--- src/rtl/conv_window_3x3.sv ---
// conv_window_3x3
//
// Turns a raster-order pixel stream (WIDTH x HEIGHT, DWIDTH bits per pixel)
// into zero-padded 3x3 windows, one window per pixel, for the 3x3 MAC array.
//
// Ports
//   clk        : clock, all logic on the rising edge
//   resetn     : asynchronous active-low reset
//   in_data    : input pixel, raster order, row 0 first
//   in_valid   : input qualifier; no backpressure, every beat is consumed
//   out_win    : window, element (dr,dc) at [DWIDTH*(3*dr+dc) +: DWIDTH]
//   out_valid  : out_win / out_row / out_col valid this cycle
//   out_row    : row of the window centre
//   out_col    : column of the window centre
//   frame_done : one-cycle pulse on the last output of a frame
//   busy       : frame in progress (RUN or FLUSH)
//   err        : sticky, in_valid seen while flushing; cleared by reset
//
// Each step pushes one pixel into the window's right column together with
// the same column of the two previous rows, read from two line buffers.
// After step k the window centre is pixel k-(WIDTH+1). Positions outside
// the frame are zeroed on the way out, so stale buffer content never leaks.
module conv_window_3x3 #(
  parameter int DWIDTH = 8,
  parameter int WIDTH  = 56,
  parameter int HEIGHT = 56
) (
  input  logic                      clk,
  input  logic                      resetn,
  input  logic [DWIDTH-1:0]         in_data,
  input  logic                      in_valid,
  output logic [9*DWIDTH-1:0]       out_win,
  output logic                      out_valid,
  output logic [$clog2(HEIGHT)-1:0] out_row,
  output logic [$clog2(WIDTH)-1:0]  out_col,
  output logic                      frame_done,
  output logic                      busy,
  output logic                      err
);

  localparam int RW = $clog2(HEIGHT);
  localparam int CW = $clog2(WIDTH);
  localparam int KW = $clog2(WIDTH*HEIGHT + WIDTH + 1);

  localparam logic [KW-1:0] K_FIRST_OUT = KW'(WIDTH + 1);
  localparam logic [KW-1:0] K_LAST_PIX  = KW'(WIDTH*HEIGHT - 1);
  localparam logic [KW-1:0] K_LAST      = KW'(WIDTH*HEIGHT + WIDTH);
  localparam logic [CW-1:0] COL_LAST    = CW'(WIDTH - 1);
  localparam logic [RW-1:0] ROW_LAST    = RW'(HEIGHT - 1);

  typedef enum logic [1:0] {
    S_IDLE,
    S_RUN,
    S_FLUSH
  } state_t;

  state_t            state_reg;
  logic [KW-1:0]     k_reg;       // step counter
  logic [CW-1:0]     wcol_reg;    // line-buffer column used by the next step
  logic [RW-1:0]     prow_reg;    // centre position of the next output
  logic [CW-1:0]     pcol_reg;

  // Line buffers: lb0 holds the previous row, lb1 the row before that.
  logic [DWIDTH-1:0] lb0_mem [0:WIDTH-1];
  logic [DWIDTH-1:0] lb1_mem [0:WIDTH-1];
  logic [DWIDTH-1:0] lb0_rd_reg;
  logic [DWIDTH-1:0] lb1_rd_reg;

  logic [DWIDTH-1:0] win_reg  [0:2][0:2];
  logic [DWIDTH-1:0] win_next [0:2][0:2];
  logic [9*DWIDTH-1:0] win_masked;

  logic              step;
  logic              emit;
  logic              last_step;
  logic [DWIDTH-1:0] push_data;
  logic [CW-1:0]     wcol_next;

  always_comb begin
    step      = (state_reg == S_FLUSH) || in_valid;
    push_data = (state_reg == S_FLUSH) ? '0 : in_data;
    emit      = step && (k_reg >= K_FIRST_OUT);
    last_step = (state_reg == S_FLUSH) && (k_reg == K_LAST);
    // A frame always restarts at column 0, whatever column the flush ended on.
    if (last_step || (wcol_reg == COL_LAST)) begin
      wcol_next = '0;
    end else begin
      wcol_next = wcol_reg + CW'(1);
    end
  end

  assign busy = (state_reg != S_IDLE);

  // Shift the window left by one column and append the new column.
  genvar gi;
  generate
    for (gi = 0; gi < 3; gi++) begin : g_shift
      assign win_next[gi][0] = win_reg[gi][1];
      assign win_next[gi][1] = win_reg[gi][2];
    end
  endgenerate
  assign win_next[0][2] = lb1_rd_reg;
  assign win_next[1][2] = lb0_rd_reg;
  assign win_next[2][2] = push_data;

  // Zero padding: any element that falls outside the frame is forced to 0.
  generate
    for (gi = 0; gi < 9; gi++) begin : g_mask
      localparam int DR = gi / 3;
      localparam int DC = gi % 3;
      logic keep;
      always_comb begin
        keep = 1'b1;
        if ((DR == 0) && (prow_reg == '0))     keep = 1'b0;
        if ((DR == 2) && (prow_reg == ROW_LAST)) keep = 1'b0;
        if ((DC == 0) && (pcol_reg == '0))     keep = 1'b0;
        if ((DC == 2) && (pcol_reg == COL_LAST)) keep = 1'b0;
      end
      assign win_masked[gi*DWIDTH +: DWIDTH] = keep ? win_next[DR][DC] : '0;
    end
  endgenerate

  // Line buffers with registered read. The read address is the column of
  // the next step, so the data is already waiting when that step arrives.
  // Read and write columns differ except on the final flush step, where the
  // read feeds rows above the next frame that are always masked.
  always_ff @(posedge clk) begin
    if (step) begin
      lb0_mem[wcol_reg] <= push_data;
      lb1_mem[wcol_reg] <= lb0_rd_reg;
      lb0_rd_reg        <= lb0_mem[wcol_next];
      lb1_rd_reg        <= lb1_mem[wcol_next];
    end
  end

  // Control FSM, window register and registered outputs.
  always_ff @(posedge clk or negedge resetn) begin
    if (!resetn) begin
      state_reg  <= S_IDLE;
      k_reg      <= '0;
      wcol_reg   <= '0;
      prow_reg   <= '0;
      pcol_reg   <= '0;
      out_win    <= '0;
      out_valid  <= 1'b0;
      out_row    <= '0;
      out_col    <= '0;
      frame_done <= 1'b0;
      err        <= 1'b0;
      for (int r = 0; r < 3; r++) begin
        for (int c = 0; c < 3; c++) begin
          win_reg[r][c] <= '0;
        end
      end
    end else begin
      out_valid  <= emit;
      frame_done <= last_step;

      if (step) begin
        win_reg  <= win_next;
        wcol_reg <= wcol_next;
      end

      if (emit) begin
        out_win <= win_masked;
        out_row <= prow_reg;
        out_col <= pcol_reg;
        if (last_step) begin
          prow_reg <= '0;
          pcol_reg <= '0;
        end else if (pcol_reg == COL_LAST) begin
          pcol_reg <= '0;
          prow_reg <= prow_reg + RW'(1);
        end else begin
          pcol_reg <= pcol_reg + CW'(1);
        end
      end

      case (state_reg)
        S_IDLE: begin
          if (in_valid) begin
            state_reg <= S_RUN;
            k_reg     <= KW'(1);
          end
        end
        S_RUN: begin
          if (in_valid) begin
            k_reg <= k_reg + KW'(1);
            if (k_reg == K_LAST_PIX) begin
              state_reg <= S_FLUSH;
            end
          end
        end
        S_FLUSH: begin
          // Input beats arriving while flushing are dropped and flagged.
          if (in_valid) begin
            err <= 1'b1;
          end
          if (k_reg == K_LAST) begin
            state_reg <= S_IDLE;
            k_reg     <= '0;
          end else begin
            k_reg <= k_reg + KW'(1);
          end
        end
        default: begin
          state_reg <= S_IDLE;
          k_reg     <= '0;
        end
      endcase
    end
  end

endmodule

--- config.mk ---
export PLATFORM = sky130hd
export DESIGN_NAME = conv_window_3x3
export DESIGN_NICKNAME = d
export VERILOG_FILES = /design/src/rtl/conv_window_3x3.sv
export SDC_FILE = /design/constraint.sdc
export NUM_CORES = 1
export LEC_CHECK = 0
export ABC_AREA = 1
export BUFFER_PORTS_ARGS = -buffer_cell sky130_fd_sc_hd__buf_2
export CORE_ASPECT_RATIO = 1.25
export CORE_MARGIN = 5
export CORE_UTILIZATION = 38
export DETAILED_ROUTE_END_ITERATION = 10
export PLACE_DENSITY = 0.65
export REMOVE_ABC_BUFFERS = 1
export SETUP_SLACK_MARGIN = 0.3
export SYNTH_ARGS = -nofsm -noshare
export SYNTH_HDL_FRONTEND = slang
export SYNTH_SLANG_ARGS = --single-unit
export TNS_END_PERCENT = 5
--- constraint.sdc ---
create_clock -name clk -period 3 [get_ports clk]
set_clock_uncertainty 0.1 [all_clocks]
set_input_delay 0.3 -clock clk [delete_from_list [all_inputs] [get_ports clk]]
set_output_delay 0.3 -clock clk [all_outputs]
set_load 0.01 [all_outputs]
# ---- Word level (Yosys, flattened, before mapping)
# Memory sizes are Yosys's and may differ from the RTL's. A register that Yosys moved wholly into a read port is not among the register bits.
# Cells that the tools add are included.
dict set report classes {
  eq_ne 11
  magnitude_cmp 1
  n_reduce_logical 13
  mux 31
  add_sub_neg 4
}
# cell n
set op_table {}
lappend op_table {{two-way mux 8 bit} 9}
lappend op_table {{two-way mux 12 bit} 3}
lappend op_table {{case mux 12 bit (3 select lines)} 1}
lappend op_table {{two-way mux 6 bit} 5}
lappend op_table {{equality test 12 bit (second input constant)} 2}
lappend op_table {{adder 6 x 1 -> 6 bit (second input constant)} 3}
lappend op_table {{equality test 6 bit (second input constant)} 3}
lappend op_table {{adder 12 x 1 -> 12 bit (second input constant)} 1}
lappend op_table {{>= comparator 12 x 6 -> 1 bit (second input constant)} 1}
lappend op_table {{logical NOT 6 bit} 2}
lappend op_table {{two-way mux 1 bit} 8}
lappend op_table {{two-way mux 2 bit} 4}
lappend op_table {{inequality test 2 bit (second input constant)} 3}
lappend op_table {{case mux 2 bit (3 select lines)} 1}
lappend op_table {{AND reduction 2 bit} 3}
lappend op_table {{AND reduction 4 bit} 1}
lappend op_table {{nonzero test 2 bit} 2}
lappend op_table {{equality test 2 x 1 -> 1 bit (second input constant)} 1}
lappend op_table {{equality test 2 bit (second input constant)} 1}
lappend op_table {{logical AND 1 bit} 2}
lappend op_table {{logical NOT 2 bit} 1}
lappend op_table {{logical OR 1 bit} 2}
lappend op_table {{inequality test 2 x 1 -> 1 bit (second input constant)} 1}
dict set report totals {
  reg_bits 167
  output_inout_bits 88
  mem_count 2
  word_cells 79
  input_bits 11
  mem_bits_rw 896
}
# name depth width read_ports rd_ports_with_merged_regs write_ports line
set mem_list {}
lappend mem_list {lb0_mem 56 8 1 1 1 64} ;# logic [DWIDTH-1:0] lb0_mem [0:WIDTH-1];
lappend mem_list {lb1_mem 56 8 1 1 1 65} ;# logic [DWIDTH-1:0] lb1_mem [0:WIDTH-1];

# ---- Depth between registers and ports, before layout
# Gate-level depths: netlist of run 1.
dict set report logic_depth {
  depth_word 4
  ltp_mapped 18
}

# ---- Least setup slack after synthesis of run 1
# OpenSTA, ideal clock, no wires.
dict set report synth_path {
  path_kind {register to register}
  start {register state_reg[1]}
  end {memory lb0_mem[0][0] (data pin)}
  setup_time_ns 0.474
  period_less_slack_ns 2.668
  path_stages_with_launch 5
  path_buffers 1
  setup_slack_ns 0.332
  arrival_time_ns 2.093
  path_cell_list {dfrtp_1 > inv_1 > nor2_2 > clkbuf_1 > nor2_1}
}
dict set report synth_between {
  elab_chain_cells 2
}
# item line
set synth_lines {}
lappend synth_lines {{start, declared} 57} ;# state_t state_reg;
lappend synth_lines {{start signal, assigned} 139} ;# state_reg <= S_IDLE;
lappend synth_lines {{start signal, assigned} 182} ;# state_reg <= S_RUN;
lappend synth_lines {{start signal, assigned} 190} ;# state_reg <= S_FLUSH;
lappend synth_lines {{equality test 2 bit} 81} ;# push_data = (state_reg == S_FLUSH) ? '0 : in_data;
lappend synth_lines {{two-way mux 8 bit} 81}
lappend synth_lines {{named net push_data[0]} 76} ;# logic [DWIDTH-1:0] push_data;
lappend synth_lines {{end, declared} 64}
# The timed path passes the listed nets, and every way through them passes these cells.

# ---- Final worst setup path of run 1
dict set report layout_path {
  start {register k_reg[1]}
  end {register lb1_rd_reg[0] (read register of lb1_mem) (data pin)}
}
dict set report layout_between {
  elab_chain_cells 4
}
# item line
set layout_lines {}
lappend layout_lines {{start, declared} 58} ;# logic [KW-1:0] k_reg;
lappend layout_lines {{start signal, assigned} 188} ;# k_reg <= k_reg + KW'(1);
lappend layout_lines {{start signal, assigned} 203} ;# k_reg <= k_reg + KW'(1);
lappend layout_lines {{equality test 12 bit} 83} ;# last_step = (state_reg == S_FLUSH) && (k_reg == K_LAST);
lappend layout_lines {{logical AND 1 bit} 83}
lappend layout_lines {{logical OR 1 bit} 85} ;# if (last_step || (wcol_reg == COL_LAST)) begin
lappend layout_lines {{two-way mux 6 bit} 85}
lappend layout_lines {{end, declared} 67} ;# logic [DWIDTH-1:0] lb1_rd_reg;
# Every way passes these cells.
# A chain may end at the register's enable or synchronous reset.

==> results.toml, run 1 <==
[status]
status = "completed"

[finish]
fin_util_pct = 46.11
syn_to_final_growth_pct = 20.96
nets = 4291
drive_gt1_share_pct = 16.68
top_regs = "lb0_mem (448), lb1_mem (448), out_win (72)"

[sta]
setup_ws_ns = 0.2055
finalCriticalPeriod_ns = 2.795
max_freq_mhz = 357.8
rsz0062_at_grt = "true"
setup_violations = 0
setup-tns-final_ns = 0
maxSlewViolCount = 0
min_period_over_period_pct = 93.15
worst_pin_slew_ns = 1.350
hold_viol_final = 0
slew_headroom_pct = 9.980

[floorplan]
coreArea_sq_um = 117700
start_util_pct = 38.12
dieArea_sq_um = 125100
rows = 141
die_w_microns = 317.3
ios = 99
die_height_microns = 394.1

[global_routing]
grt_max_degree = 126
grt_use_total_pct = 19.44
grt_pass1_wl_mm = 187.2
globalRouteOverflowTotal = 0
antenna_found_initial = 2
grt_pass1_vias = 30112

[clock_tree]
path_clk_slew_ns = 0.07
cts_buffer_depth = 3
cts.sinks = 1079
clk_latency_ns = 0.72
htree_levels = 3
cts_tree = "done"
clk_root_buffer_cell = "clkbuf_16"
cts-buffers-inserted = 102

[synth]
syn-cell-area_sq_um = 44850
ys.warnings.count = 0
yosysUniqueCellTypes = 35
synth-seq-cells = 1079
synth.yosys.seq_area_share_pct = 70.37
avgSynthCellArea_sq_um = 11.11
netlist_instances = 4036

[route]
ant_nets = 0
vias = 31544
finalWirelength_mm = 125.6
drtPass1Iterations = 8
drt-initial-drc-count = 3664
drc = 0
via_per_inst = 5.315
wl_per_cell_microns = 21.16

[critical_path]
r2r_slack_ns = 0.21
cp.required_ns = 3.38
crit_type = "reg -> reg"
worstSetupEndpoint = "lb1_rd_reg[0]$_DFFE_PP_"
worstSetupStartpointType = "flop"
worstRegToRegCells = 17
worstPathArrival_ns = 3.18
worstPathMaxFanout = 7
critPathLaunch = "k_reg[1]$_DFFE_PN0P_"
endpoint_kind = "flop"
r2r-start = "k_reg[1]$_DFFE_PN0P_"
r2r_end = "lb1_rd_reg[0]$_DFFE_PP_"

[power_and_ir_drop]
p_total_uw = 58400
ir_worst_vdd_mv = 1.005
p_leak_uw = 0.02135
p_per_area_nw_per_um2 = 1076

[worst_hold_path]
holdCritPathClass = "in -> async"

[place]
dpl.hpwl_mm = 72.63
gp_congestion = 0.8790
port_buffers = 98
pre_cts_ws_ns = -0.1277

[flow_run]
cap_violations = 0
metrics by stage:
stage | instances | instance area (sq um) | hold slack (ns)
4_1_cts | 5914 | 53820 | 0.04394
5_1_grt | 5933 | 54250 | 0.1102
6_report | 5935 | 54250 | 0.06095
3_5_place_dp | 5668 | 48590 | 0.2335
3_3_place_gp | 5668 | 48590 | 0.2375
2_1_floorplan | 3786 | 43770 | -0.09559
how the worst min path moves through the flow:
stage	from	endpoint	slack (ns)
global placement	resetn	out_win[30]$_DFFE_PN0P_	0.24
finish	resetn	out_win[31]$_DFFE_PN0P_	0.06
global route	resetn	out_win[31]$_DFFE_PN0P_	0.11
detailed placement	resetn	out_win[31]$_DFFE_PN0P_	0.23
floorplan	resetn	err$_DFFE_PN0P_	-0.1
CTS	resetn	out_win[32]$_DFFE_PN0P_	0.04
kinds of logic (layout without fill, tap and decap cells):
| group | Yosys count | count (layout) | synth area share [%] |
|---|---|---|---|
| adder cells (fa/ha/maj) | 9 | 9 | 0.2511 |
| AND/OR/NAND/NOR | 1767 | 1767 | 17.19 |
| XOR/XNOR | 5 | 5 | 0.09763 |
| flip-flops | 1079 | 1079 | 70.37 |
| other | 0 | 3 | 0 |
| AO/OA/AOI/OAI | 503 | 503 | 6.120 |
| buffers and inverters | 673 | 996 | 5.964 |
cell usage after synthesis (all sizes together):
library cell    n  area (sq um)
a21o            1         7.510
a21oi          45         225.2
a31oi           1         6.260
a41oi           1         8.760
and3            1         6.260
buf           125         618.1
clkbuf        125         469.2
dfrtp         167          4179
edfxtp        912         27390
ha              9         112.6
inv           423          1588
nand2         568          2135
nand3         550          2763
nand4         122         778.3
nor2          510          1932
nor3           10         61.31
nor4            3         18.77
o211ai         78         585.6
o21ai         368          1846
o22ai           1         6.260
o31ai           8         60.06
or2             3         18.77
xor2            5         43.79
repair_timing:
action | in CTS | in global routing
pin swaps | 41 | 41
setup buffers | 32 | 12
gates cloned | 19 | 6
endpoints found under the setup margin | 16 | 17
resized for setup | 214 | 51
hold buffers | 3 | 0
endpoints found under the hold margin | 188 | 0
cell type report:
type                            count  area, sq um
Clock buffer                      136         2810
Tap cell                         1573         1968
Multi-Input combinational cell   2284        11650
Inverter                          423         1612
Clock inverter                     56        581.8
Antenna cell                        3        7.507
Fill cell                       10482        63420
Timing Repair Buffer              381         4060
Sequential cell                  1079        31570
layout by cell type, fill, tap and decap left out, types with 12 or more instances in the layout:
cell and n:
nand2_1 550, nand3_4 23, a21oi_1 33, o21ai_2 12, clkbuf_1 22, buf_4 179, o211ai_1 78, o21ai_0 304
nand3_1 432, clkbuf_16 110, nand2_2 12, nor2_1 496, nand3_2 95, buf_6 13, o21ai_1 51, inv_1 411
buf_16 21, a21oi_2 12, dfrtp_1 167, clkinv_2 23, clkinv_1 17, buf_12 51, nand4_1 121, edfxtp_1 912
buf_2 97, nor2_4 12
layer usage:
metal	global-route usage, %	share of wire [%]	vias to the layer above
li1	-	-	14434
met4	8.427	4.7	0
met2	32.91	49	1439
met5	0	0	-
met1	24.98	38	15387
met3	2.734	7.9	284
critical path, stage by stage, from the launching register on:
cell	delay, ns
dfrtp_1	0.41
inv_2	0.09
ha_4	0.14
nand2_4	0.04
nor2_4	0.13
nand4_4	0.15
nand3_4	0.14
buf_12	0.14
buf_16	0.15
buf_16	0.19
buf_12	0.14
nand2_1	0.05
nand3_1	0.07
nand3_1	0.15
nand3_2	0.11
nand3_2	0.16
nand3_2	0.12
nand2_1	0.05
power by group:
part           switching (uW)  total (uW)  internal (uW)
logic                   16800       25900           9060
registers                 694       19500          18800
clock network            5710       13000           7320
(Power assumes the default switching activity.)
==> run 2: changes to the inputs <==
Settings changed: HOLD_SLACK_MARGIN set to 0.1.
==> run 2 against run 1 <==
  * Total power about the same
  * Register-to-register slack about the same
  * Global-route usage about the same
  * Critical path type unchanged
  * Hold slack better by 0.075 ns
  * Critical path depth unchanged
  * Non-clock buffer count is 6 higher
==> results.toml, run 2 (synthesized netlist as in run 1, its figures left out) <==
[sta]
worst_pin_slew_ns = 1.308
min_period_over_period_pct = 93.32
maxSlewViolCount = 0
rsz0062_at_grt = "true"
slew_headroom_pct = 12.80
hold_ws_ns = 0.1362
hold_viol_final = 0
setup_violations = 0
max_freq_mhz = 357.2
finalCriticalPeriod_ns = 2.800

[clock_tree]
cts_tree = "done"
cts_buffer_depth = 3
cts-buffers-inserted = 102
cts.sinks = 1079
clk_latency_ns = 0.72
path_clk_slew_ns = 0.06
clk_root_buffer_cell = "clkbuf_16"
htree_levels = 3

[critical_path]
crit_family = "simple AND/OR/NAND/NOR gates"
endpoint_kind = "flop"
r2r_end = "lb0_rd_reg[1]$_DFFE_PP_"
worst_path_largest_cell_delay_ns = 0.40
worstPathArrival_ns = 3.18
crit_type = "reg -> reg"
crit_buf_inv = 5
r2r-start = "k_reg[1]$_DFFE_PN0P_"
worstPathMaxFanout = 7
cp.required_ns = 3.38
cp_num_cells = 17
cpMaxStageDelayCell = "dfrtp_1"
worstRegToRegCells = 17
r2r_slack_ns = 0.20
worstSetupStartpointType = "flop"
path_cells = "inv_2 -> ha_4 -> nand2_4 -> nor2_4 -> nand4_4 -> nand3_4 -> buf_12 -> buf_16 -> buf_16 -> buf_16 -> nand2_2 -> o211ai_1 -> nand3_2 -> nand3_2 -> nand3_2 -> nand2_2 -> nand2_1"

[global_routing]
grt_pass1_wl_mm = 187.3
grt_pass1_vias = 30129
grt_max_degree = 126
antenna_found_initial = 2
grt_use_total_pct = 19.45
globalRouteOverflowTotal = 0

[floorplan]
coreArea_sq_um = 117700
die_height_microns = 394.1
ios = 99
rows = 141
dieArea_sq_um = 125100
start_util_pct = 38.12
die_w_microns = 317.3

[route]
ant_nets = 0
finalWirelength_mm = 125.6
via_per_inst = 5.315
drc = 0
wl_per_cell_microns = 21.15
vias = 31563
drt-initial-drc-count = 3568
drtPass1Iterations = 8

[finish]
drive_gt1_share_pct = 16.66
top_regs = "lb0_mem (448), lb1_mem (448), out_win (72)"
mostFrequentLayoutCells = "edfxtp_1, nand2_1, nor2_1"
syn_to_final_growth_pct = 21.08
final_common_cell = "edfxtp_1"
nets = 4297

[worst_hold_path]
whs_endpoint = "win_next[14]$_DFFE_PN0P_"
holdCritPathClass = "in -> reg"
hold_path.startpoint = "in_data[6]"
whs_path_depth = 6

[place]
gp_congestion = 0.8790
dpl.hpwl_mm = 72.63
port_buffers = 98

[power_and_ir_drop]
p_total_uw = 58420
ir_worst_vdd_mv = 1.006
p_leak_uw = 0.02138
p_per_area_nw_per_um2 = 1076

[status]
status = "completed"

[flow_run]
cap_violations = 0
-- run 2: cell count changes in the layout (fill, tap and decap cells not counted) --
| cell | delta |
|---|---|
| dlygate4sd3_1 | +6 |
| diode_2 | -2 |
-- run 2: metal layers --
| layer | track usage [%] | up-vias | wire [microns] |
|---|---|---|---|
| li1 | - | 14435 | - |
| met1 | 24.99 | 15443 | 48460 |
| met2 | 32.94 | 1420 | 61750 |
| met3 | 2.734 | 265 | 9628 |
| met4 | 8.427 | 0 | 5758 |
| met5 | 0 | - | 0 |
-- run 2: how the worst max path moves through the flow --
stage | from | endpoint | slack (ns)
4_1_cts | k_reg[0]$_DFFE_PN0P_ | lb0_rd_reg[3]$_DFFE_PP_ | 0.26
2_1_floorplan | wcol_reg[0]$_DFFE_PN0P_ | lb0_rd_reg[0]$_DFFE_PP_ | -13.37
3_5_place_dp | k_reg[1]$_DFFE_PN0P_ | lb0_rd_reg[5]$_DFFE_PP_ | -0.13
5_1_grt | k_reg[1]$_DFFE_PN0P_ | lb1_rd_reg[3]$_DFFE_PP_ | 0.14
3_3_place_gp | wcol_reg[4]$_DFFE_PN0P_ | lb0_rd_reg[5]$_DFFE_PP_ | -0.14
6_report | k_reg[1]$_DFFE_PN0P_ | lb0_rd_reg[1]$_DFFE_PP_ | 0.20
-- run 2: what timing repair did --
action                                  in CTS  in global routing
setup buffers                               32                 12
gates cloned                                19                  6
endpoints found under the setup margin      16                 17
endpoints found under the hold margin      198                  0
pin swaps                                   41                 41
gates resized for setup                    214                 51
hold buffers                                 9                  0
-- run 2: layout make-up --
type / instances / area (sq um)
antenna: 1 / 2.502
sequential: 1079 / 31570
multi-input combinational: 2284 / 11650
clock buffer: 136 / 2810
tap: 1573 / 1968
clock inverter: 56 / 581.8
fill: 10480 / 63360
inverter: 423 / 1612
timing repair buffer: 387 / 4120
-- run 2: worst register-to-register path: cells and delay by family (launching register included) --
family	cells	cell delay (ns)
and+or+nand+nor	10	1.08
DFF	1	0.40
adders and majority gates	1	0.14
AOI/OAI and AO/OA	1	0.09
buffers and inverters	5	0.74
-- run 2: stage by stage --
| step | setup TNS, ns | cell area [sq um] | util (%) | instances | setup WS (ns) |
|---|---|---|---|---|---|
| floorplan | -1496.01 | 43770 | - | 3786 | -13.37 |
| global placement | -0.2629 | 48590 | 41.29 | 5668 | -0.1414 |
| detailed placement | -0.2471 | 48590 | 41.29 | 5668 | -0.1277 |
| CTS | 0 | 53880 | 45.79 | 5920 | 0.2616 |
| global route | 0 | 54310 | 46.15 | 5939 | 0.1447 |
| finish | 0 | 54310 | 46.15 | 5939 | 0.2003 |
-- run 2: where the power goes --
group          total, uW  internal (uW)  switching, uW  leakage (uW)
Sequential         19500          18800            692        0.0104
Clock              13000           7320           5720       0.00167
Combinational      25900           9060          16900       0.00934
